**config.mk**
```make
export PLATFORM = sky130hd
export DESIGN_NAME = pc_fetch_unit
export DESIGN_NICKNAME = d
export VERILOG_FILES = /design/src/rtl/pc_fetch_unit.sv
export SDC_FILE = /design/constraint.sdc
export NUM_CORES = 1
export LEC_CHECK = 0
export ABC_AREA = 1
export CORE_MARGIN = 4
export CORE_UTILIZATION = 50
export CTS_CLUSTER_DIAMETER = 80
export DETAILED_ROUTE_END_ITERATION = 10
export GPL_ROUTABILITY_DRIVEN = 0
export PLACE_DENSITY_LB_ADDON = 0.2
export SLEW_MARGIN = 15
export SYNTH_ARGS = -nofsm -noshare
export SYNTH_HDL_FRONTEND = slang
export SYNTH_SLANG_ARGS = --single-unit
```
**constraint.sdc**
```tcl
create_clock -name clk -period 7.8 [get_ports clk]
set_input_delay 1.56 -clock clk [delete_from_list [all_inputs] [get_ports clk]]
set_output_delay 1.56 -clock clk [all_outputs]
set_load 0.005 [all_outputs]
```
**src/rtl/pc_fetch_unit.sv**
```systemverilog
// Fetch PC owner and instruction-fetch front end.
// Issues in-order instruction-memory requests under a credit limit and buffers
// returned {pc, inst} pairs in a small FIFO toward IF/ID. A redirect reloads
// the PC, flushes the FIFO, and arms a drop counter that discards the wrong-path
// responses still in flight.
module pc_fetch_unit #(
  parameter logic [31:0] RESET_PC  = 32'h0000_0000,
  parameter int          BUF_DEPTH = 2
) (
  input  logic        clk,
  input  logic        rst_n,
  output logic [31:0] pc_o,
  input  logic [31:0] npc_i,
  input  logic        redirect_i,
  input  logic        stall_i,
  output logic        imem_req_valid,
  input  logic        imem_req_ready,
  output logic [31:0] imem_req_addr,
  input  logic        imem_rsp_valid,
  input  logic [31:0] imem_rsp_data,
  output logic        if_valid_o,
  input  logic        if_ready_i,
  output logic [31:0] if_pc_o,
  output logic [31:0] if_inst_o
);

  localparam int CNT_W = $clog2(BUF_DEPTH + 1);
  localparam int PTR_W = (BUF_DEPTH > 1) ? $clog2(BUF_DEPTH) : 1;
  localparam logic [CNT_W-1:0] DEPTH_C = CNT_W'(BUF_DEPTH);
  localparam logic [PTR_W-1:0] LAST_C  = PTR_W'(BUF_DEPTH - 1);

  // Circular pointer advance.
  function automatic logic [PTR_W-1:0] ptr_inc(input logic [PTR_W-1:0] p);
    return (p == LAST_C) ? '0 : p + PTR_W'(1);
  endfunction

  logic [31:0]      pc_q, pc_d;
  logic [CNT_W-1:0] occ_q, occ_d;
  logic [CNT_W-1:0] out_q, out_d;
  logic [CNT_W-1:0] drop_q, drop_d;
  logic [PTR_W-1:0] fwr_q, fwr_d, frd_q, frd_d;
  logic [PTR_W-1:0] qwr_q, qwr_d, qrd_q, qrd_d;

  logic [31:0] fifo_pc_q   [BUF_DEPTH];
  logic [31:0] fifo_inst_q [BUF_DEPTH];
  logic [31:0] pcq_q       [BUF_DEPTH];

  logic [CNT_W-1:0] credits;
  logic             accept;
  logic             rsp_drop;
  logic             push;
  logic             pop;
  logic             unused_npc_bits;

  // The low two target bits are forced to zero; keep them visibly consumed.
  assign unused_npc_bits = ^npc_i[1:0];

  // Credits count FIFO slots not yet claimed by buffered or in-flight words,
  // so every accepted request is guaranteed a slot when its response returns.
  assign credits        = DEPTH_C - occ_q - out_q;
  assign imem_req_valid = rst_n && !stall_i && !redirect_i && (credits != '0);
  assign imem_req_addr  = pc_q;
  assign accept         = imem_req_valid && imem_req_ready;
  assign rsp_drop       = imem_rsp_valid && ((drop_q != '0) || redirect_i);
  assign push           = imem_rsp_valid && !rsp_drop;
  assign pop            = if_valid_o && if_ready_i && !redirect_i;

  assign pc_o       = pc_q;
  assign if_valid_o = (occ_q != '0);
  assign if_pc_o    = fifo_pc_q[frd_q];
  assign if_inst_o  = fifo_inst_q[frd_q];

  // Next-state for PC, credit accounting, drop counter and all pointers.
  always_comb begin
    pc_d   = pc_q;
    occ_d  = occ_q;
    out_d  = out_q + CNT_W'(accept) - CNT_W'(imem_rsp_valid);
    drop_d = drop_q;
    fwr_d  = fwr_q;
    frd_d  = frd_q;
    qwr_d  = accept ? ptr_inc(qwr_q) : qwr_q;
    // Dropped responses still consume their PC-queue entry, so stale
    // wrong-path PCs drain out in order ahead of any new-path entries.
    qrd_d  = imem_rsp_valid ? ptr_inc(qrd_q) : qrd_q;

    if (redirect_i) begin
      pc_d   = {npc_i[31:2], 2'b00};
      occ_d  = '0;
      fwr_d  = '0;
      frd_d  = '0;
      drop_d = out_q - CNT_W'(imem_rsp_valid);
    end else begin
      if (accept) pc_d = pc_q + 32'd4;
      if (imem_rsp_valid && (drop_q != '0)) drop_d = drop_q - CNT_W'(1);
      if (push) fwr_d = ptr_inc(fwr_q);
      if (pop)  frd_d = ptr_inc(frd_q);
      occ_d = occ_q + CNT_W'(push) - CNT_W'(pop);
    end
  end

  // Control state register with asynchronous active-low clear.
  always_ff @(posedge clk or negedge rst_n) begin
    if (!rst_n) begin
      pc_q   <= RESET_PC;
      occ_q  <= '0;
      out_q  <= '0;
      drop_q <= '0;
      fwr_q  <= '0;
      frd_q  <= '0;
      qwr_q  <= '0;
      qrd_q  <= '0;
    end else begin
      pc_q   <= pc_d;
      occ_q  <= occ_d;
      out_q  <= out_d;
      drop_q <= drop_d;
      fwr_q  <= fwr_d;
      frd_q  <= frd_d;
      qwr_q  <= qwr_d;
      qrd_q  <= qrd_d;
    end
  end

  // Payload storage: FIFO words and in-flight request PCs; guarded by counters.
  always_ff @(posedge clk) begin
    if (push) begin
      fifo_pc_q[fwr_q]   <= pcq_q[qrd_q];
      fifo_inst_q[fwr_q] <= imem_rsp_data;
    end
    if (accept) pcq_q[qwr_q] <= pc_q;
  end

endmodule

```
==> results.py <==
metrics = {
    "outcome": {
        "status": "finished clean",
    },
    "power_and_ir_drop": {
        "p_int_mw": 2.42,
        "clock_power_share_pct": 31.1,
        "p_seq_share_pct": 46.7,
        "power.density_mw_per_mm2": 265,
        "p_sw_share_pct": 26.3,
        "combPwrFrac_pct": 22.2,
        "power_leakage_nw": 4.84,
        "vdd_ir_drop_max_uv": 182,
        "p_switching_mw": 0.864,
    },
    "timing": {
        "hold_viol": 0,
        "fin_crit_ps": 4740,
        "relSlewSlack_pct": 35.4,
        "period_share_pct": 60.7,
        "fin_skew_ps": 14.8,
        "clock.fmax_mhz": 211,
        "drv_slew": 0,
        "setup_viol": 0,
        "rsz0062_at_grt": "false",
        "worst_slew_pin_slew_ps": 966,
        "fin_tns_setup_ps": 0,
        "holdWs_ps": 504,
    },
    "yosys": {
        "ys_ff_latch": 224,
        "synth_edf_count": 184,
        "async_flop_share_pct": 17.9,
        "synth_flop_cell": "edfxtp_1",
        "netlist_area_mm2": 0.00977,
        "yosysWarnings": 0,
        "ys_types": 29,
        "syn_inst": 887,
        "synth_seq_area_share_pct": 66.8,
        "syn_avg_cell_area_um2": 11.0,
    },
    "detailed_routing": {
        "vias_per_cell": 4.98,
        "drt-initial-drc-count": 415,
        "routed_wl_um": 21600,
        "drcViolationCount": 0,
        "wl_per_cell_um": 16.3,
        "postRouteAntennaNets": 0,
        "dr.pass1.iters": 5,
        "vias": 6605,
    },
    "setup_path": {
        "slowest_stage": "clkdlybuf4s50_1",
        "start_kind": "primary input",
        "critPathBufInv": 4,
        "cpPeakStageDelay_ps": 490,
        "r2r_setup_slack_ps": 5220,
        "path_class": "in2out",
        "path_cells": "clkdlybuf4s50_1 > buf_4 > nor3b_2 > nand2_1 > inv_1 > clkdlybuf4s50_1",
        "end_kind": "output port",
        "crit_family": "buffers and inverters",
        "cp_max_fo": 38,
        "cp.required_ps": 6240,
        "crit_arrival_ps": 3180,
        "crit_top_cell": "clkdlybuf4s50_1",
    },
    "finish": {
        "post-route-util_pct": 65.5,
        "nets": 1130,
        "diodes": 0,
        "synthToLayoutAreaGrowth_pct": 27.0,
        "layout-drive-gt1-share_pct": 8.15,
    },
    "clock_tree": {
        "clk_latency_ps": 500,
        "cts-root-buf": "clkbuf_16",
        "cts_tree": "built",
        "clock_sinks": 224,
        "post_cts_buffers": 0,
        "cts-hold-fix-buffers": 0,
        "clk_pin_slew_worst_paths_ps": 60,
        "clk_path_buf_depth": 3,
        "cts_buffers": 22,
        "cts-resized-gates": 0,
        "htree_levels": 1,
    },
    "placement": {
        "numPortBuffers": 192,
        "dp_hpwl_um": 13900,
    },
    "die": {
        "fp.dieH_um": 148,
        "core_mm2": 0.0190,
        "die_area_mm2": 0.0218,
        "initial_core_util_pct": 51.6,
        "row_count": 50,
        "io_pins": 201,
        "fp.dieW_um": 148,
    },
    "global_route": {
        "antenna_found_initial": 0,
        "grt_pass1_wl_um": 34300,
        "grt_max_degree": 64,
        "grt_use_total_pct": 19.6,
        "first_global_vias": 6561,
        "grt-ovfl-total": 0,
    },
    "run": {
        "maxCapViolations": 0,
    },
    "hold_path": {
        "min_path_type": "reg2reg",
    },
}
==> cells in the mapped netlist (3+ instances only) <==
library cell / n / share of area (%)
ha_1: 8 / 1.0
xnor2_1: 8 / 0.72
nand3_1: 69 / 3.5
nand2_1: 353 / 14
nor2_4: 4 / 0.46
nor2_1: 49 / 1.9
buf_2: 4 / 0.20
xor2_1: 12 / 1.1
nand3b_1: 3 / 0.23
clkbuf_1: 17 / 0.65
inv_1: 39 / 1.5
mux2_2: 30 / 3.5
a21oi_1: 3 / 0.15
o21ai_0: 9 / 0.46
buf_4: 40 / 3.1
dfrtp_1: 40 / 10
edfxtp_1: 184 / 57
==> power by group through the flow <==
stage | registers (mW) | logic [mW] | clock network [mW]
CTS | 1.53 | 0.741 | 1.04
floorplan | 1.52 | 0.402 | 0
global route | 1.55 | 0.809 | 1.08
detailed placement | 1.56 | 0.737 | 0
global placement | 1.55 | 0.723 | 0
finish | 1.53 | 0.729 | 1.02
==> worst paths after layout <==
path,end,cells after the start,start
setup reg to reg,fifo_pc_q[0][30],7,drop_q[0]
hold reg to reg,out_q[0],1,out_q[0]
hold / removal,out_q[0],1,out_q[0]
setup / recovery,imem_req_valid,6,redirect_i
max in group asynchronous,frd_q,2,rst_n
min in group asynchronous,imem_req_addr[30],2,rst_n
==> stage by stage <==
stage	instance area (um^2)	std cells	power, mW	setup slack (ps)
final	12400	1327	3.29	3060
after floorplan	9790	892	1.93	2720
after global placement	11700	1287	2.28	3080
after global routing	12400	1327	3.44	2950
after CTS	12400	1327	3.31	3030
after detailed placement	11700	1287	2.29	3040
==> registers in the layout, indices dropped and copies added (netlist names) <==
name	cells
fifo_inst_q	64
fifo_pc_q	60
pcq_q	60
imem_req_addr	30
drop_q	2
occ_q	2
out_q	2
frd_q	1
fwr_q	1
qrd_q	1
qwr_q	1
==> kinds of logic (layout without fill, tap and decap cells) <==
kind of cell,count (synthesis),count (layout),share of synthesized area [%]
AND/OR/NAND/NOR,484,484,20.3
flip-flops,224,224,66.8
buffers and inverters,106,281,5.84
multiplexers,30,30,3.46
XOR/XNOR,20,20,1.79
AO/OA/AOI/OAI,14,14,0.755
adder cells (fa/ha/maj),8,8,1.02
other,1,6,0.0384
==> metal layers <==
metal	track usage, %	vias up	part of all wire, %
met1	25.4	3151	42
met3	3.13	26	6.1
met4	5.08	0	1.8
met2	34.7	204	50
met5	0	-	0
li1	-	3224	-
==> layout by cell type (no fill, tap or decap) <==
cell / count
nand2_2: 2
nor3b_2: 1
nand2_4: 1
nand3_4: 1
clkinv_2: 5
nand3_1: 69
clkinv_1: 5
a21oi_1: 3
buf_2: 1
clkbuf_1: 4
nand3b_1: 3
buf_4: 8
inv_1: 39
o22ai_1: 1
xnor2_1: 8
conb_1: 6
dfrtp_2: 1
clkbuf_16: 23
ha_1: 8
edfxtp_1: 184
bufinv_16: 2
inv_4: 1
nor2_4: 8
nand3_2: 1
clkinvlp_4: 1
clkdlybuf4s50_1: 191
dfrtp_1: 39
o21ai_0: 9
xor2_1: 12
mux2_2: 30
nand2_1: 353
o21bai_1: 1
nor2_1: 45
inv_2: 1
==> layout make-up <==
type / instances / area (um^2)
repair buffers: 200 / 1980
inverters: 41 / 156
flip-flops and latches: 224 / 6530
fillers: 1458 / 6540
clock buffers: 27 / 591
multi-input cells: 562 / 2730
well taps: 260 / 325
clock inverters: 13 / 111
Power figures use the tool's default switching activity.
